`src/rtl/cache_pkg.sv`:
```
// Shared cache types: way count, way index/bit-vector types and the
// state encoding of the way-bit clear sequencer.
package cache_pkg;

    localparam int NUM_WAYS = 4;

    typedef logic [1:0]          way_t;
    typedef logic [NUM_WAYS-1:0] way_bits_t;

    typedef enum logic [1:0] {
        CLR_IDLE  = 2'd0,
        CLR_CLEAR = 2'd1,
        CLR_DONE  = 2'd2
    } way_clr_state_t;

endpackage

```
`src/rtl/way_bit_decode.sv`:
```
// 2-to-4 one-hot way decoder with enable; produces the per-way write
// strobe and is the inverse of the downstream bit-select mux.
module way_bit_decode
    import cache_pkg::*;
(
    input  logic       en,
    input  logic [1:0] way,
    output logic [3:0] strobe
);

    always_comb begin
        strobe = '0;
        if (en) begin
            strobe[way] = 1'b1;
        end
    end

endmodule

```
`src/rtl/way_bit_array.sv`:
```
// Per-set, per-way single-bit metadata store with a clear-all sequencer.
// Define WAY_BIT_BYPASS_EN to forward same-cycle writes/clears to rd_bits.
module way_bit_array
    import cache_pkg::*;
#(
    parameter int S_INDEX  = 4,
    parameter int NUM_SETS = 2**S_INDEX
) (
    input  logic               clk,
    input  logic               rst_n,
    input  logic [S_INDEX-1:0] rd_set,
    output logic [3:0]         rd_bits,
    input  logic               wr_en,
    input  logic [S_INDEX-1:0] wr_set,
    input  logic [1:0]         wr_way,
    input  logic               wr_bit,
    input  logic               clr_req,
    output logic               busy,
    output logic               clr_done
);

    // Completion is detected on the counter value itself, never on wrap.
    localparam logic [S_INDEX-1:0] LAST_SET = S_INDEX'(NUM_SETS - 1);

    way_clr_state_t     state_q;
    way_clr_state_t     state_d;
    logic [S_INDEX-1:0] cnt_q;
    logic [S_INDEX-1:0] cnt_d;
    logic               clearing;
    logic               wr_active;
    way_bits_t          wr_strobe;
    way_bits_t          mem_q [NUM_SETS];
    way_bits_t          rd_next;

    assign wr_active = wr_en & ~busy;

    way_bit_decode u_decode (
        .en     (wr_active),
        .way    (wr_way),
        .strobe (wr_strobe)
    );

    always_ff @(posedge clk or negedge rst_n) begin
        if (!rst_n) begin
            state_q <= CLR_IDLE;
            cnt_q   <= '0;
        end else begin
            state_q <= state_d;
            cnt_q   <= cnt_d;
        end
    end

    always_comb begin
        state_d  = state_q;
        cnt_d    = cnt_q;
        clearing = 1'b0;
        busy     = 1'b1;
        clr_done = 1'b0;
        case (state_q)
            CLR_IDLE: begin
                busy = 1'b0;
                if (clr_req) begin
                    state_d = CLR_CLEAR;
                    cnt_d   = '0;
                end
            end
            CLR_CLEAR: begin
                clearing = 1'b1;
                cnt_d    = cnt_q + 1'b1;
                if (cnt_q == LAST_SET) begin
                    state_d = CLR_DONE;
                end
            end
            CLR_DONE: begin
                clr_done = 1'b1;
                state_d  = CLR_IDLE;
            end
            default: begin
                busy    = 1'b0;
                state_d = CLR_IDLE;
            end
        endcase
    end

    // Clear and write never coincide: writes are only accepted in IDLE.
    always_ff @(posedge clk or negedge rst_n) begin
        if (!rst_n) begin
            for (int s = 0; s < NUM_SETS; s++) begin
                mem_q[s] <= '0;
            end
        end else begin
            for (int s = 0; s < NUM_SETS; s++) begin
                if (clearing && (cnt_q == S_INDEX'(s))) begin
                    mem_q[s] <= '0;
                end else if (wr_set == S_INDEX'(s)) begin
                    for (int w = 0; w < NUM_WAYS; w++) begin
                        if (wr_strobe[w]) begin
                            mem_q[s][w] <= wr_bit;
                        end
                    end
                end
            end
        end
    end

    always_comb begin
        rd_next = mem_q[rd_set];
`ifdef WAY_BIT_BYPASS_EN
        if (clearing && (cnt_q == rd_set)) begin
            rd_next = '0;
        end else if (wr_active && (wr_set == rd_set)) begin
            rd_next[wr_way] = wr_bit;
        end
`endif
    end

    always_ff @(posedge clk or negedge rst_n) begin
        if (!rst_n) begin
            rd_bits <= '0;
        end else begin
            rd_bits <= rd_next;
        end
    end

endmodule

```
`config.mk`:
```
export PLATFORM = sky130hd
export DESIGN_NAME = way_bit_array
export DESIGN_NICKNAME = d
export VERILOG_FILES = /design/src/rtl/cache_pkg.sv /design/src/rtl/way_bit_decode.sv /design/src/rtl/way_bit_array.sv
export SDC_FILE = /design/constraint.sdc
export NUM_CORES = 1
export LEC_CHECK = 0
export CAP_MARGIN = 40
export CORE_UTILIZATION = 65
export CTS_BUF_LIST = sky130_fd_sc_hd__clkbuf_4 sky130_fd_sc_hd__clkbuf_8 sky130_fd_sc_hd__clkbuf_16
export CTS_CLUSTER_DIAMETER = 120
export DETAILED_ROUTE_END_ITERATION = 10
export PLACE_DENSITY = 0.83
export SYNTH_ARGS = -nofsm -noshare
export SYNTH_HDL_FRONTEND = slang
export SYNTH_SLANG_ARGS = --single-unit
```
`constraint.sdc`:
```
create_clock -name clk -period 4.55 [get_ports clk]
set_input_delay 0.455 -clock clk [delete_from_list [all_inputs] [get_ports clk]]
set_output_delay 0.455 -clock clk [all_outputs]
set_load 0.02 [all_outputs]
```
Yosys cells after proc, flatten, opt, wreduce, memory -nomap -nowiden. Cells that the tools add are included. Widths: inputs -> output; s select.

Bitwise operators: 3. Shift-type cells: 0. Add/sub/neg operators: 1. Order comparisons: 3. Reduce and logical (&&, ||, !) cells: 168. Equal/unequal tests: 34. Muxes and demuxes: 50. Multiply operators: 0. Div/mod/pow operators: 0.

Operator list (number): $reduce_bool 2->1 (81); $mux 4 (36); $reduce_and 2->1 (66); $eq 4x4->1 const B (16); $eq 4x3->1 const B (8); $logic_and 1x1->1 (17); $bmux 4 s4 (1); $eq 4x2->1 const B (4); $eq 4x1->1 const B (2); $logic_not 4->1 (2); $mux 1 (8); $pmux 4 s2 (1); $ge 5x5->1 const B (1); $not 4->5 (1); $add 4x1->4 const B (1); $mux 2 (2); $ne 2x2->1 const B (2); $pmux 2 s2 (1); $lt 2x3->1 const B (1); $demux 1 s2 (1); $eq 2x1->1 const B (1); $eq 2x2->1 const B (1); $ge 2x1->1 const B (1); $logic_not 2->1 (1); 3 further kinds (3).

RAM bits: 0. Output and inout bits: 6. Register bits after elaboration: 74. Bits of input ports: 15. Memories kept: 0. Memory bits (read-only): 0. Word-level logic and storage cells: 326. Latch bits: 0.

Longest topological paths before layout.
Depth after elaboration: 9. Depth in mapped cells: 7. Gate-level depth less buffers: 6.

By module. Synthesis repeated with hierarchy kept, for this count alone.

Cells, all modules: 487. Area, all modules: 4315.4 um^2.

Modules (own cells, without submodules): way_bit_array (cells an instance 483, instances 1, sequential area each 1851.8 um^2, area an instance 4277.9 um^2); way_bit_decode (cells an instance 4, instances 1, sequential area each 0.0 um^2, area an instance 37.5 um^2).

Least setup slack after synthesis. Ideal clock, no wire load.

Path kind: register to register. Start: reg state_q[0]. End: reg mem_q[32] (netlist bit). Cell stages (with the launch flop): 7. Path buffers: 1. Required time: 4.421 ns. Setup time: 0.129 ns. Clock period less this slack: 1.831 ns. Arrival time: 1.702 ns. Setup slack: 2.719 ns. Cells stage by stage: dfrtp_1 -> inv_1 -> ha_1 -> or4b_1 -> buf_2 -> o21ai_0 -> a21oi_1.

Cells in the longest elaborated chain, start to end: 8. Elaborated cells on any way between the ends: 13. Classes of those cells: eq/ne: 2; mux: 4; bitwise: 2; reduce/logical: 5.

RTL lines: start: declaration (RTL line way_bit_array.sv:25) `way_clr_state_t state_q;`; start signal: assignment (RTL line way_bit_array.sv:48) `state_q <= state_d;`; $eq 2x1->1 or $eq 2x2->1 (tied branches) (RTL line way_bit_array.sv:59) `case (state_q)`; $reduce_or 2->1 (no line) *; $mux 1 * (RTL line way_bit_array.sv:59); named net busy (RTL line way_bit_array.sv:18) `output logic busy,`; $not 1->1 * (RTL line way_bit_array.sv:35) `assign wr_active = wr_en & ~busy;`; $and 1x1->1 * (RTL line way_bit_array.sv:35); $mux 4 * (RTL line way_bit_decode.sv:13) `if (en) begin`; $reduce_bool 2->1 (no line) *; $reduce_and 2->1 (no line) *; end signal: indexed assignment (RTL line way_bit_array.sv:98) `mem_q[s][w] <= wr_bit;`; end: declaration (RTL line way_bit_array.sv:32) `way_bits_t mem_q [NUM_SETS];`.

The timed path passes the listed nets; every way through them passes the cells marked *. A chain may end at the register's enable or synchronous reset.

Worst setup path after layout.
Start: in wr_set[2]. End: reg mem_q[36] (netlist bit).

Cells in the longest elaborated chain, start to end: 3.

RTL lines: start: declaration (RTL line way_bit_array.sv:14) `input logic [S_INDEX-1:0] wr_set,`; $eq 4x3->1 (RTL line way_bit_array.sv:95) `end else if (wr_set == S_INDEX'(s)) begin`; $reduce_bool 2->1 (no line); $reduce_and 2->1 (no line).

Every way passes these cells.

==> metrics.md <==
| Metric | Value |
|---|---|
| Outcome | `finished, final reports clean` |
| H-tree depth | `3` |
| Post-Syn Instances | `480` |
| Post CTS Setup Buffer Count | `0` |
| LEAKAGE | `1.89 nW` |
| Reg-to-reg startpoint | `state_q[0]$_DFFE_PN0P_` |
| Worst-path clk slew | `approximately 80 ps` |
| Final min period | `about 2400 ps` |
| # DRC | `0` |
| Setup total negative slack | `0 ps` |
| Share of layout cells above drive strength 1 | `between 10% and 20%` |
| Synth area leader | `dfrtp_1` |
| Row count | `29` |
| Most common cell after layout, fill and taps aside | `nand2_1` |
| CP Cell Sequence | `clkdlybuf4s50_1 > nor4bb_1 > clkdlybuf4s15_2 > nand2_1 > nand2_1 > a21oi_1` |
| Layout area overhead | `10.7%` |
| Num ports | `21` |
| Crit path capture type | `flop` |
| First-pass GRT wire length | `between 15000 and 20000 um` |
| Ys Warns | `0` |
| Length in cells of the worst reg-to-reg path | `5` |
| Comb pwr share | `26.8%` |
| Yosys cell types | `36` |
| Vias per cell | `roughly 6.6` |
| Global route overflow | `0` |
| Post-synth EDFFs | `0` |
| Ys flop type | `dfrtp_1` |
| Worst-Skew Late Latency | `between 300 and 400 ps` |
| CTS buffer count | `9` |
| CP Launch Type | `input pin` |
| CTS tree | `built` |
| Worst reg2reg path endpoint | `mem_q[15]$_DFFE_PN0P_` |
| Starting Density | `67.3%` |
| Clock Path Buffers | `2` |
| Hpwl dp | `7510 um` |
| Max capacitance violation total | `0` |
| Sw Pwr | `664 uW` |
| Commonest non-fill, non-tap cells in the layout | `nand2_1, dfrtp_1, a21oi_1` |
| Worst Slack Setup Final | `2130 ps` |
| Post-route ant nets | `0` |
| Critical path buffer and inverter count | `2` |
| Core area | `6350 um2` |
| Max Clock Skew | `between 5 and 6 ps` |
| Largest net degree at the start of global routing | `36` |
| Overall power | `~2.0 mW` |
| Async S/R FF share, synth | `between 90% and 100%` |
| Clock sinks | `74` |
| Vias in the first global route | `roughly 3800` |
| Fin. Hold Viols | `0` |
| IO buf count | `20` |
| Root Driver | `clkbuf_8` |
| Non-filler cells, final | `between 500 and 600` |
| Max VDD drop | `between 0.3 and 0.4 mV` |
| Nets | `roughly 510` |
| Max Fclk | `0.412 GHz` |
| Die Ht | `approximately 83 um` |
| Slew @ Worst Pin | `967 ps` |
| Resized Gates After CTS | `0` |
| Initial antenna violation count | `0` |
| Cell area power density | `between 400 and 500 nW/um2` |
| Crit-path leading delay family | `buffers and inverters` |
| Fin crit share | `between 50% and 60%` |
| Detailed-route via count | `around 3800` |
| Most common cell on crit path | `nand2_1` |
| Sequential share of power | `between 40% and 50%` |
| Relative slew slack | `a little over a third` |
| Syn Nets | `about 500` |
| DR WL/cell | `a little under 20 um` |
| Setup CP Type | `in2reg` |
| Die width | `~83 um` |
| Required @ worst endpoint | `roughly 4800 ps` |
| Area share of the largest cell type after synthesis | `43.3%` |
| Slew Viols, Final | `0` |
| Slowest cell on the critical path | `clkdlybuf4s50_1` |
| R2r setup slk | `between 2000 and 2500 ps` |
| Final wirelength | `about 11000 um` |
| Gpl congestion | `0.847` |
| Total GRT Usage | `34.7%` |
| Setup-failing EPs final | `0` |
| Pre-CTS WS | `between 1500 and 2000 ps` |
| Clk pwr share | `28.0%` |
| Initial drt markers | `approximately 380` |
| Max stage delay on crit path | `990 ps` |
| Total internal power | `approximately 1.3 mW` |
| Switching portion of total power | `between 30% and 40%` |
| Post-synthesis sequential area ratio | `43.3%` |
| Hold-fix buffers, CTS | `0` |
| Synthesized area per cell | `8.90 um2` |
| Synth area leaders | `dfrtp_1, nand2_1, a21oi_1` |
| Cell count after placement | `approximately 550` |
| Filler instances | `approximately 430` |
| Mapped Area | `4270 um2` |
| Diode count | `0` |
| Worst Hold Class | `in2async` |
| Iteration count of the initial detailed-routing pass | `5` |
| RSZ-0062 raised after global routing | `no` |
| DIE AREA | `approximately 6900 um2` |
| Worst Path Arrival | `about 2700 ps` |
| CP Max Fanout | `16` |
| #FFs+latches synth | `74` |
==> Yosys cell counts (2+ instances only) <==
cell type	count
buf_4	5
a21oi_1	67
a22o_1	2
and2b_2	2
buf_1	3
nand2b_1	2
a22oi_1	4
o21ai_0	22
nand4b_1	5
inv_1	6
nand4bb_1	2
buf_6	2
nand3_1	55
clkbuf_1	19
nor2_1	34
buf_2	5
and4bb_2	2
dfrtp_1	74
nor4bb_1	6
nor3_1	4
mux4_2	10
nand2_1	122
ha_1	7
mux4_1	5
nor4b_4	4
==> area by class of cell <==
cell class | count | area, um2 | share of cell area (%)
well taps | 77 | 96.3 | 2.04
repair buffers | 31 | 312 | 6.58
flip-flops and latches | 74 | 1850 | 39.1
multi-input cells | 365 | 2230 | 47.0
clock buffers | 13 | 179 | 3.78
clock inverters | 3 | 45.0 | 0.952
inverters | 6 | 22.5 | 0.476
==> state kept, by name (all words and copies together), names as in the netlist <==
register / flops
mem_q: 64
state_q: 2
cnt_q: 4
rd_bits: 4
==> through the flow <==
stage	area [um2]	hold WS, ps	utilization (%)
5_1_grt	4730	91.3	74.5
2_1_floorplan	4270	159	-
4_1_cts	4730	65.6	74.5
3_5_place_dp	4510	440	71.0
3_3_place_gp	4390	505	69.2
6_report	4730	50.8	74.5
==> worst max-delay path by stage <==
stage	to	slack, ps	startpoint	depth (start not counted)
2_1_floorplan	mem_q[32]$_DFFE_PN0P_	2720	state_q[0]$_DFFE_PN0P_	6
3_3_place_gp	mem_q[26]$_DFFE_PN0P_	1700	wr_set[3]	5
3_5_place_dp	mem_q[39]$_DFFE_PN0P_	1830	wr_set[2]	6
4_1_cts	mem_q[36]$_DFFE_PN0P_	2150	wr_set[2]	6
5_1_grt	mem_q[36]$_DFFE_PN0P_	2000	wr_set[2]	6
6_report	mem_q[36]$_DFFE_PN0P_	2130	wr_set[2]	6
==> kinds of logic after synthesis <==
logic type / Yosys count / share of synthesized area, %
simple gates: 244 / 28.7
compound gates: 97 / 12.0
flops: 74 / 43.3
buf+inv: 41 / 4.77
mux: 17 / 9.17
fa+ha+maj: 7 / 2.05
==> worst reg2reg max path, delay by kind of cell (launching register included) <==
kind,cells,cell delay (ps)
buffers and inverters,1,70
flip-flops,1,380
AND/OR/NAND/NOR,2,1110
AO/OA/AOI/OAI,1,200
adder cells (fa/ha/maj),1,410
==> power groups by stage <==
stage	Clock [mW]	Combinational, mW	Sequential (mW)
after global routing	0.589	0.588	0.913
after global placement	0	0.493	0.897
after floorplan	0	0.380	0.861
final	0.557	0.533	0.899
after detailed placement	0	0.522	0.905
after CTS	0.558	0.526	0.894
==> metal layers <==
| metal | vias up | GRT usage (%) | share of wire [%] |
|---|---|---|---|
| met4 | 0 | 16.8 | 3.0 |
| met1 | 1826 | 46.2 | 39 |
| li1 | 1698 | - | - |
| met3 | 32 | 5.96 | 8.4 |
| met5 | - | 0 | 0 |
| met2 | 224 | 55.7 | 50 |
No activity file was read; power rests on OpenSTA's default activity.
